<file path="config.mk">
export PLATFORM = sky130hd
export DESIGN_NAME = addr_gen_wu_wr
export DESIGN_NICKNAME = d
export VERILOG_FILES = /design/src/rtl/addr_gen_wu_wr.sv
export SDC_FILE = /design/constraint.sdc
export NUM_CORES = 1
export LEC_CHECK = 0
export CORE_MARGIN = 1
export CORE_UTILIZATION = 50
export DETAILED_ROUTE_END_ITERATION = 10
export GPL_TIMING_DRIVEN = 0
export PLACE_DENSITY = 0.8
export SLEW_MARGIN = 20
export SYNTH_ARGS = -nofsm -noshare
export SYNTH_HDL_FRONTEND = slang
export SYNTH_SLANG_ARGS = --single-unit
</file>
<file path="constraint.sdc">
create_clock -name clk -period 7.6 [get_ports clk]
set_input_delay 1.52 -clock clk [delete_from_list [all_inputs] [get_ports clk]]
set_output_delay 1.52 -clock clk [all_outputs]
set_load 0.02 [all_outputs]
</file>
<file path="src/rtl/addr_gen_wu_wr.sv">
`default_nettype none
// ============================================================================
// Module   : addr_gen_wu_wr
// Brief    : Write-side weight-update sequencer. It sweeps addresses
//            0..STOP-1 with reads and gets back each old weight and its
//            gradient RD_LAT cycles later. It writes back the saturated
//            value w - (grad >>> LR_SHIFT) to the same address.
// Revision : 1.0 - initial release
// ============================================================================
module addr_gen_wu_wr #(
    parameter int ADDR_WIDTH = 12,
    parameter int WIDTH      = 32,
    parameter int FRAC       = 24,
    parameter int STOP       = 2809,
    parameter int RD_LAT     = 2,
    parameter int LR_SHIFT   = 4
) (
    input  logic                  clk,
    input  logic                  rst,
    input  logic                  start,
    output logic                  rd_en,
    output logic [ADDR_WIDTH-1:0] rd_addr,
    input  logic [WIDTH-1:0]      rd_data,
    input  logic [WIDTH-1:0]      grad_data,
    output logic                  wr_en,
    output logic [ADDR_WIDTH-1:0] wr_addr,
    output logic [WIDTH-1:0]      wr_data,
    output logic                  busy,
    output logic                  done
);

    localparam logic [1:0] c_ST_IDLE  = 2'd0;
    localparam logic [1:0] c_ST_READ  = 2'd1;
    localparam logic [1:0] c_ST_DRAIN = 2'd2;
    localparam logic [1:0] c_ST_DONE  = 2'd3;

    localparam logic [ADDR_WIDTH-1:0] c_LAST = ADDR_WIDTH'(STOP - 1);

    // Weights and gradients share one fixed-point format, so FRAC never
    // enters the arithmetic; this block only documents that it is unused.
    if (FRAC >= 0) begin : g_frac_same_format
    end

    logic [1:0]            r_state;
    logic [1:0]            w_state_nxt;
    logic                  r_rd_en;
    logic [ADDR_WIDTH-1:0] r_rd_addr;
    logic                  r_busy;
    logic                  r_done;

    logic [RD_LAT-1:0]     r_pipe_vld;
    logic [ADDR_WIDTH-1:0] r_pipe_addr [RD_LAT];
    logic                  w_pipe_out_vld;
    logic [ADDR_WIDTH-1:0] w_pipe_out_addr;
    logic                  w_pipe_empty;

    logic                  r_wr_en;
    logic [ADDR_WIDTH-1:0] r_wr_addr;
    logic [WIDTH-1:0]      r_wr_data;

    logic signed [WIDTH-1:0] w_grad_sh;
    logic [WIDTH:0]          w_diff;
    logic [WIDTH-1:0]        w_sat;

    assign w_pipe_out_vld  = r_pipe_vld[RD_LAT-1];
    assign w_pipe_out_addr = r_pipe_addr[RD_LAT-1];
    assign w_pipe_empty    = ~|r_pipe_vld;

    // Next-state logic: read sweep, then drain until the last write is out.
    always_comb begin
        w_state_nxt = r_state;
        case (r_state)
            c_ST_IDLE:  if (start) w_state_nxt = c_ST_READ;
            c_ST_READ:  if (r_rd_addr == c_LAST) w_state_nxt = c_ST_DRAIN;
            c_ST_DRAIN: if (w_pipe_empty && r_wr_en && (r_wr_addr == c_LAST))
                            w_state_nxt = c_ST_DONE;
            c_ST_DONE:  w_state_nxt = c_ST_IDLE;
            default:    w_state_nxt = c_ST_IDLE;
        endcase
    end

    // State register and read-side outputs. These are registered from the
    // next state, so the strobes line up with the state they belong to.
    always_ff @(posedge clk or posedge rst) begin
        if (rst) begin
            r_state   <= c_ST_IDLE;
            r_rd_en   <= 1'b0;
            r_rd_addr <= '0;
            r_busy    <= 1'b0;
            r_done    <= 1'b0;
        end else begin
            r_state <= w_state_nxt;
            r_rd_en <= (w_state_nxt == c_ST_READ);
            r_busy  <= (w_state_nxt == c_ST_READ) || (w_state_nxt == c_ST_DRAIN);
            r_done  <= (w_state_nxt == c_ST_DONE);
            if ((r_state == c_ST_IDLE) && start)
                r_rd_addr <= '0;
            else if ((r_state == c_ST_READ) && (r_rd_addr != c_LAST))
                r_rd_addr <= r_rd_addr + 1'b1;
        end
    end

    // Valid/address delay line that matches the memory read latency.
    always_ff @(posedge clk or posedge rst) begin
        if (rst) begin
            r_pipe_vld <= '0;
            for (int i = 0; i < RD_LAT; i++) r_pipe_addr[i] <= '0;
        end else begin
            r_pipe_vld[0]  <= r_rd_en;
            r_pipe_addr[0] <= r_rd_addr;
            for (int i = 1; i < RD_LAT; i++) begin
                r_pipe_vld[i]  <= r_pipe_vld[i-1];
                r_pipe_addr[i] <= r_pipe_addr[i-1];
            end
        end
    end

    // Update arithmetic: floor-shifted gradient subtracted at WIDTH+1 bits,
    // then clamped to the signed WIDTH-bit range.
    assign w_grad_sh = $signed(grad_data) >>> LR_SHIFT;
    assign w_diff    = {rd_data[WIDTH-1], rd_data} - {w_grad_sh[WIDTH-1], w_grad_sh};

    // Saturation: the top two bits disagree only on overflow.
    always_comb begin
        w_sat = w_diff[WIDTH-1:0];
        if (w_diff[WIDTH] != w_diff[WIDTH-1])
            w_sat = w_diff[WIDTH] ? {1'b1, {(WIDTH-1){1'b0}}}
                                  : {1'b0, {(WIDTH-1){1'b1}}};
    end

    // Write stage: one register and a single-cycle strobe; address and
    // data hold between writes.
    always_ff @(posedge clk or posedge rst) begin
        if (rst) begin
            r_wr_en   <= 1'b0;
            r_wr_addr <= '0;
            r_wr_data <= '0;
        end else begin
            r_wr_en <= w_pipe_out_vld;
            if (w_pipe_out_vld) begin
                r_wr_addr <= w_pipe_out_addr;
                r_wr_data <= w_sat;
            end
        end
    end

    assign rd_en   = r_rd_en;
    assign rd_addr = r_rd_addr;
    assign wr_en   = r_wr_en;
    assign wr_addr = r_wr_addr;
    assign wr_data = r_wr_data;
    assign busy    = r_busy;
    assign done    = r_done;

endmodule
`default_nettype wire

</file>
==> summary.txt, run 1 <==
Run status
  – Outcome: finished, final reports clean

Finish
  – Area Growth Syn to Fin: 30.7%
  – FILL cells: 860
  – Util after Layout: 0.673
  – # diodes: 0
  – Final instance count without filler cells: 836
  – NumNets Final: 799
  – Layout cells sized above 1: 0.107

Worst setup path
  – Max incr delay on CP: 0.47 ns
  – Crit-path max FO: 10
  – CP startpoint: grad_data[4]
  – Startpoint Class: input pin
  – Arrival time of the worst setup path: 4.88 ns
  – Setup CP Type: in2reg
  – Worst r2r path cells: 8
  – Crit path capture: wr_data[30]
  – Worst setup EP type: register
  – FF-to-FF End: rd_addr[9]
  – CP cell instances: clkdlybuf4s50_1, ha_1, inv_1, fa_1, a21oi_1, nand4b_1, nand3_1, a21boi_2, o21ai_1, a31oi_2, mux2i_2, and2_1, buf_6, buf_6, o22ai_2
  – Critical-path top delay cell: clkdlybuf4s50_1
  – R2R setup slack: 5.21 ns
  – Worst R2R Start: rd_addr[3]
  – CP most frequent cell: buf_6
  – CP required: 7.83 ns

CTS
  – Hold buffers post-CTS: 0
  – Setup bufs post-CTS: 0
  – Skew-Pair Late Insertion Delay: 0.36 ns
  – Clk sinks: 88
  – Clk slew on worst S/H paths: 0.09 ns
  – Root Driver: clkbuf_8
  – CTS tree: built
  – Clock Tree Buf Depth: 2
  – Total CTS buffers: 9
  – Cts repair resizes: 0
  – H-tree Lvls: 3

Routing
  – Residual DRC count: 0
  – Iter 0 DRT Violations: 164
  – DR vias: 4,533
  – DRT Pass-1 Iters: 5
  – Routed len/inst: 16.0 um
  – Final wirelength: 13,400 um
  – Vias per cell: 5.42
  – Post-DRT Antenna Nets: 0

Global routing
  – Gr usage total: 0.249
  – Grt ovf: 0
  – Vias in the first global route: 4,560
  – Largest net degree at the start of global routing: 51
  – First-pass GRT wire length: 22,000 um
  – Antenna violations before repair: 0

Placed design
  – Post-DP HPWL: 10,500 um
  – I/O Buffers: 122
  – GP Congestion: 0.908
  – Place WS: 2.61 ns
  – Cells after DPL: 820

Synthesis
  – Ys async rst share: 1.00
  – #FFs+latches synth: 88
  – Post-Synth Adder-Cell Area: 0.0889
  – Syn Std Cell Area: 0.00529 mm2
  – Synth Instances: 561
  – Compound-Gate Fraction of Synth Area: 0.196
  – Yosys warnings: 0
  – Sequential share of the synthesized area: 0.416
  – EDFF count, synth: 0
  – Netlist cell types: 62
  – Main synth FF type: dfrtp_1
  – Synth Area in Simple Gates: 0.156
  – Syn avg cell area: 9.43 um2
  – Synth Area in XOR/XNOR: 0.0546
  – Mux contribution to synthesized area: 0.0322
  – Main combinational cell family by area after synthesis: compound AO/OA/AOI/OAI gates
  – Syn_nets: 665

STA
  – Finish-stage setup viols: 0
  – Period Utilization, post-route: 0.611
  – Fmax achieved: 215 MHz
  – Worst setup margin: 2.95 ns
  – RSZ-0062 raised after global routing: false
  – Max-slew violation count: 0
  – Setup TNS: 0 ns
  – Worst Tran Pin Value: 0.694 ns
  – Clock skew: 0.00873 ns
  – Fin crit period: 4.65 ns
  – Final Hold Viols: 0
  – Worst slew margin: 0.535

Die
  – Die ar.: 0.0110 mm2
  – Row count: 37
  – I/O pins: 127
  – Die H: 105 um
  – CORE AREA: 0.0103 mm2
  – Chip width: 105 um
  – Starting Density: 0.515

Hold path
  – Hold_sp: r_pipe_addr[13]
  – Hold Crit Class: reg2reg

Power
  – Leakage: 0.00303 uW
  – Max VDD drop: 0.000243 V
  – Power Total: 2020 uW
  – Power per cell area: 291 mW/mm2

Run
  – Max-cap viol count: 0
## flip-flops by register name, indices dropped and copies added (netlist names), 2 cells and up
register         flops
r_pipe_addr         12
r_pipe_vld           2
r_state              2
rd_addr             12
w_pipe_out_addr     12
wr_addr             12
wr_data             32
## cell usage in the layout, fill, tap and decap left out, types with 13 or more instances in the layout
cell,instances
xnor2_1,22
clkdlybuf4s50_1,122
o21ai_0,15
nor2_1,59
a21oi_1,37
inv_1,46
a21oi_2,18
nand2_1,46
dfrtp_1,88
mux2_2,13
ha_1,36
## per-layer routing
layer / vias up / GRT usage / wire [um]
li1: 2227 / - / -
met3: 10 / 0.0487 / 811
met4: 0 / 0.0513 / 109
met2: 131 / 0.432 / 6630
met1: 2165 / 0.325 / 5830
met5: - / 0 / 0
## power breakdown
group,internal (uW),total (uW),switching (uW)
Combinational,431,900,469
Clock,158,335,177
Sequential,652,781,129
Total,1240,2020,774
## critical path: cells and delay by family
family          cells  cell delay (ns)
simple gates        3             0.55
buf+inv             4             0.85
compound gates      5             1.01
fa+ha+maj           2             0.56
mux                 1             0.39
## logic make-up after synthesis
group                      count (synthesis)
and+or+nand+nor                          171
AOI/OAI and AO/OA                        147
DFF                                       88
buffers and inverters                     70
adders and majority gates                 37
xor gates and xnor gates                  33
muxes                                     15
## cells in the mapped netlist, types with 13 or more instances
library cell / count / area share
a21oi_1: 37 / 0.035
a21oi_2: 18 / 0.030
dfrtp_1: 88 / 0.42
ha_1: 36 / 0.085
inv_1: 47 / 0.033
mux2_2: 13 / 0.028
nand2_1: 46 / 0.033
nor2_1: 59 / 0.042
o21ai_0: 15 / 0.014
xnor2_1: 22 / 0.036
## stage by stage
stage | hold WS, ns | area, um2
2_1_floorplan | 0.331 | 5290
3_3_place_gp | 0.333 | 6680
3_5_place_dp | 0.335 | 6710
4_1_cts | 0.356 | 6920
5_1_grt | 0.366 | 6920
6_report | 0.354 | 6920
## how the worst min path moves through the flow
stage,end,slack (ns),cells after the start
after floorplan,w_pipe_out_addr[0],0.33,0
after global placement,w_pipe_out_addr[5],0.33,0
after detailed placement,w_pipe_out_addr[1],0.33,0
after CTS,w_pipe_out_addr[1],0.36,0
after global routing,w_pipe_out_addr[1],0.37,0
final,w_pipe_out_addr[1],0.35,0
## layout make-up
class                   count  area, um2  share of cell area
multi-input cells         403       2790               0.404
repair buffers            123       1250               0.181
plain buffers              23        120              0.0174
well taps                 136        170              0.0246
clock inverters             6       77.6              0.0112
inverters                  47        179              0.0259
clock buffers              10        128              0.0185
flip-flops and latches     88       2200               0.318
(Power assumes the default switching activity.)
==> run 2: changes to the inputs <==
--- a/config.mk
+++ b/config.mk
@@ -6,10 +6,10 @@
 export NUM_CORES = 1
 export LEC_CHECK = 0
 export CORE_MARGIN = 1
-export CORE_UTILIZATION = 50
+export CORE_UTILIZATION = 46
 export DETAILED_ROUTE_END_ITERATION = 10
 export GPL_TIMING_DRIVEN = 0
-export PLACE_DENSITY = 0.8
+export PLACE_DENSITY = 0.78
 export SLEW_MARGIN = 20
 export SYNTH_ARGS = -nofsm -noshare
 export SYNTH_HDL_FRONTEND = slang
==> constraint.sdc (replaced) <==
create_clock -name clk -period 4 [get_ports clk]
set_input_delay 0.8 -clock clk [delete_from_list [all_inputs] [get_ports clk]]
set_output_delay 0.8 -clock clk [all_outputs]
set_load 0.02 [all_outputs]
==> summary.txt, run 2 (synthesis gave the netlist of run 1 again) <==
Hold path
  – Hold Crit Class: reg2reg

Routing
  – Final wirelength: 13,600 um
  – DR vias: 4,598
  – Residual DRC count: 0
  – Vias per cell: 5.47
  – Routed len/inst: 16.2 um
  – DRT Pass-1 Iters: 4
  – Post-DRT Antenna Nets: 0
  – Iter 0 DRT Violations: 232

STA
  – Finish-stage setup viols: 0
  – Worst slew margin: 0.503
  – Clock skew: 0.0110 ns
  – Fmax achieved: 264 MHz
  – RSZ-0062 raised after global routing: false
  – Period Utilization, post-route: 0.946
  – Worst Tran Pin Value: 0.742 ns
  – Fin crit period: 3.78 ns
  – Max-slew violation count: 0
  – Final Hold Viols: 0

CTS
  – Skew-Pair Late Insertion Delay: 0.34 ns
  – H-tree Lvls: 3
  – CTS tree: built
  – Clk sinks: 88
  – Total CTS buffers: 9
  – Root Driver: clkbuf_16
  – Clock Tree Buf Depth: 2
  – Clk slew on worst S/H paths: 0.07 ns

Run status
  – Outcome: finished, final reports clean

Global routing
  – Largest net degree at the start of global routing: 52
  – Antenna violations before repair: 0
  – Met1 Use GR: 0.297
  – Vias in the first global route: 4,666
  – GR Layer Usage met2: 0.418
  – M3 GR Usage: 0.0478
  – First-pass GRT wire length: 22,000 um
  – Gr usage total: 0.240
  – Layer with the highest usage: met2
  – Grt ovf: 0

Die
  – Starting Density: 0.480
  – Die ar.: 0.0119 mm2
  – Die H: 109 um
  – Chip width: 109 um
  – Row count: 38
  – CORE AREA: 0.0110 mm2
  – I/O pins: 127

Finish
  – Layout cells sized above 1: 0.109
  – Final instance count without filler cells: 840
  – Fin area: 0.00704 mm2
  – FF+latch area: 0.00220 mm2
  – NumNets Final: 799
  – # diodes: 0
  – Most frequent cells in the layout: 122 x clkdlybuf4s50_1, 88 x dfrtp_1, 59 x nor2_1
  – Area Growth Syn to Fin: 33.1%
  – Max reg flops: 32
  – Commonest non-fill, non-tap cell in the layout: clkdlybuf4s50_1
  – Footprint of the multi-input gates: 0.00281 mm2
  – FILL cells: 901

Placed design
  – Cells after DPL: 824
  – Post-DP HPWL: 10,600 um
  – GP Congestion: 0.875
  – I/O Buffers: 122
  – Placed Area: 0.00672 mm2

Power
  – Max VDD drop: 0.000463 V
  – Leakage: 0.00308 uW
  – Power per cell area: 579 mW/mm2

Run
  – Max-cap viol count: 0

Worst setup path
  – Crit-path max FO: 10
  – Setup CP Type: in2reg
  – Worst setup EP type: register
  – CP required: 4.21 ns
  – Startpoint Class: input pin
  – Arrival time of the worst setup path: 4.00 ns
==> run 2: stage by stage <==
stage / total power (uW) / hold WS [ns] / worst slack, ns / utilization / setup TNS (ns)
final: 4070 / 0.346 / 0.216 / 0.638 / 0
after global placement: 3150 / 0.332 / -0.255 / 0.606 / -26.56
after global routing: 4310 / 0.357 / 0.0797 / 0.638 / 0
after detailed placement: 3220 / 0.335 / -0.304 / 0.609 / -6.58
after CTS: 4090 / 0.348 / 0.0556 / 0.636 / 0
after floorplan: 2450 / 0.331 / 0.711 / - / 0
==> run 2: repair_timing <==
item,4_1_cts,5_1_grt
setup endpoints to repair,0,22
hold buffers,0,0
buffers inserted,0,0
resized for setup,0,3
==> run 2: power by group <==
group | total (uW) | switching, uW | internal (uW)
sequential | 1490 | 250 | 1240
clock | 855 | 361 | 494
combinational | 1730 | 905 | 823
==> run 2: area by class of cell <==
cell class,instances,share of cell area
plain buffers,23,0.0171
flip-flops and latches,88,0.313
clock inverters,6,0.0107
well taps,140,0.0249
repair buffers,123,0.177
clock buffers,10,0.0325
multi-input cells,403,0.399
inverters,47,0.0254
==> run 2: worst paths after layout <==
| path | from | endpoint | slack (ns) | depth (start not counted) |
|---|---|---|---|---|
| worst max-delay path | grad_data[4] | wr_data[30] | 0.22 | 15 |
| worst min-delay path | r_pipe_addr[14] | w_pipe_out_addr[2] | 0.35 | 0 |
| worst max register to register | rd_addr[4] | rd_addr[9] | 1.61 | 8 |
| worst min register to register | r_pipe_addr[14] | w_pipe_out_addr[2] | 0.35 | 0 |
| max in group asynchronous | rst | wr_data[19] | 2.55 | 3 |
| min in group asynchronous | rst | r_pipe_vld[0] | 0.84 | 2 |
==> run 2: metal layers <==
metal	routed length, um	part of all wire
met3	874	0.064
met5	0	0
met2	6630	0.49
met4	255	0.019
met1	5880	0.43
==> run 2: worst max-delay path, stage by stage <==
cell             delay, ns
clkdlybuf4s50_1       0.46
ha_1                  0.16
inv_1                 0.05
fa_1                  0.40
a21oi_1               0.21
nand4b_1              0.19
nand3_1               0.15
a21boi_2              0.22
o21ai_2               0.16
a31oi_4               0.26
mux2i_4               0.35
and2_1                0.18
buf_6                 0.13
buf_6                 0.18
o22ai_2               0.08
==> run 3: changes to the inputs <==
--- a/config.mk
+++ b/config.mk
@@ -7,6 +7,7 @@
 export LEC_CHECK = 0
 export CORE_MARGIN = 1
 export CORE_UTILIZATION = 46
+export CTS_CLUSTER_SIZE = 24
 export DETAILED_ROUTE_END_ITERATION = 10
 export GPL_TIMING_DRIVEN = 0
 export PLACE_DENSITY = 0.78
==> results of run 3 <==
The final DEF is identical to that of run 2; final timing and power are the same.
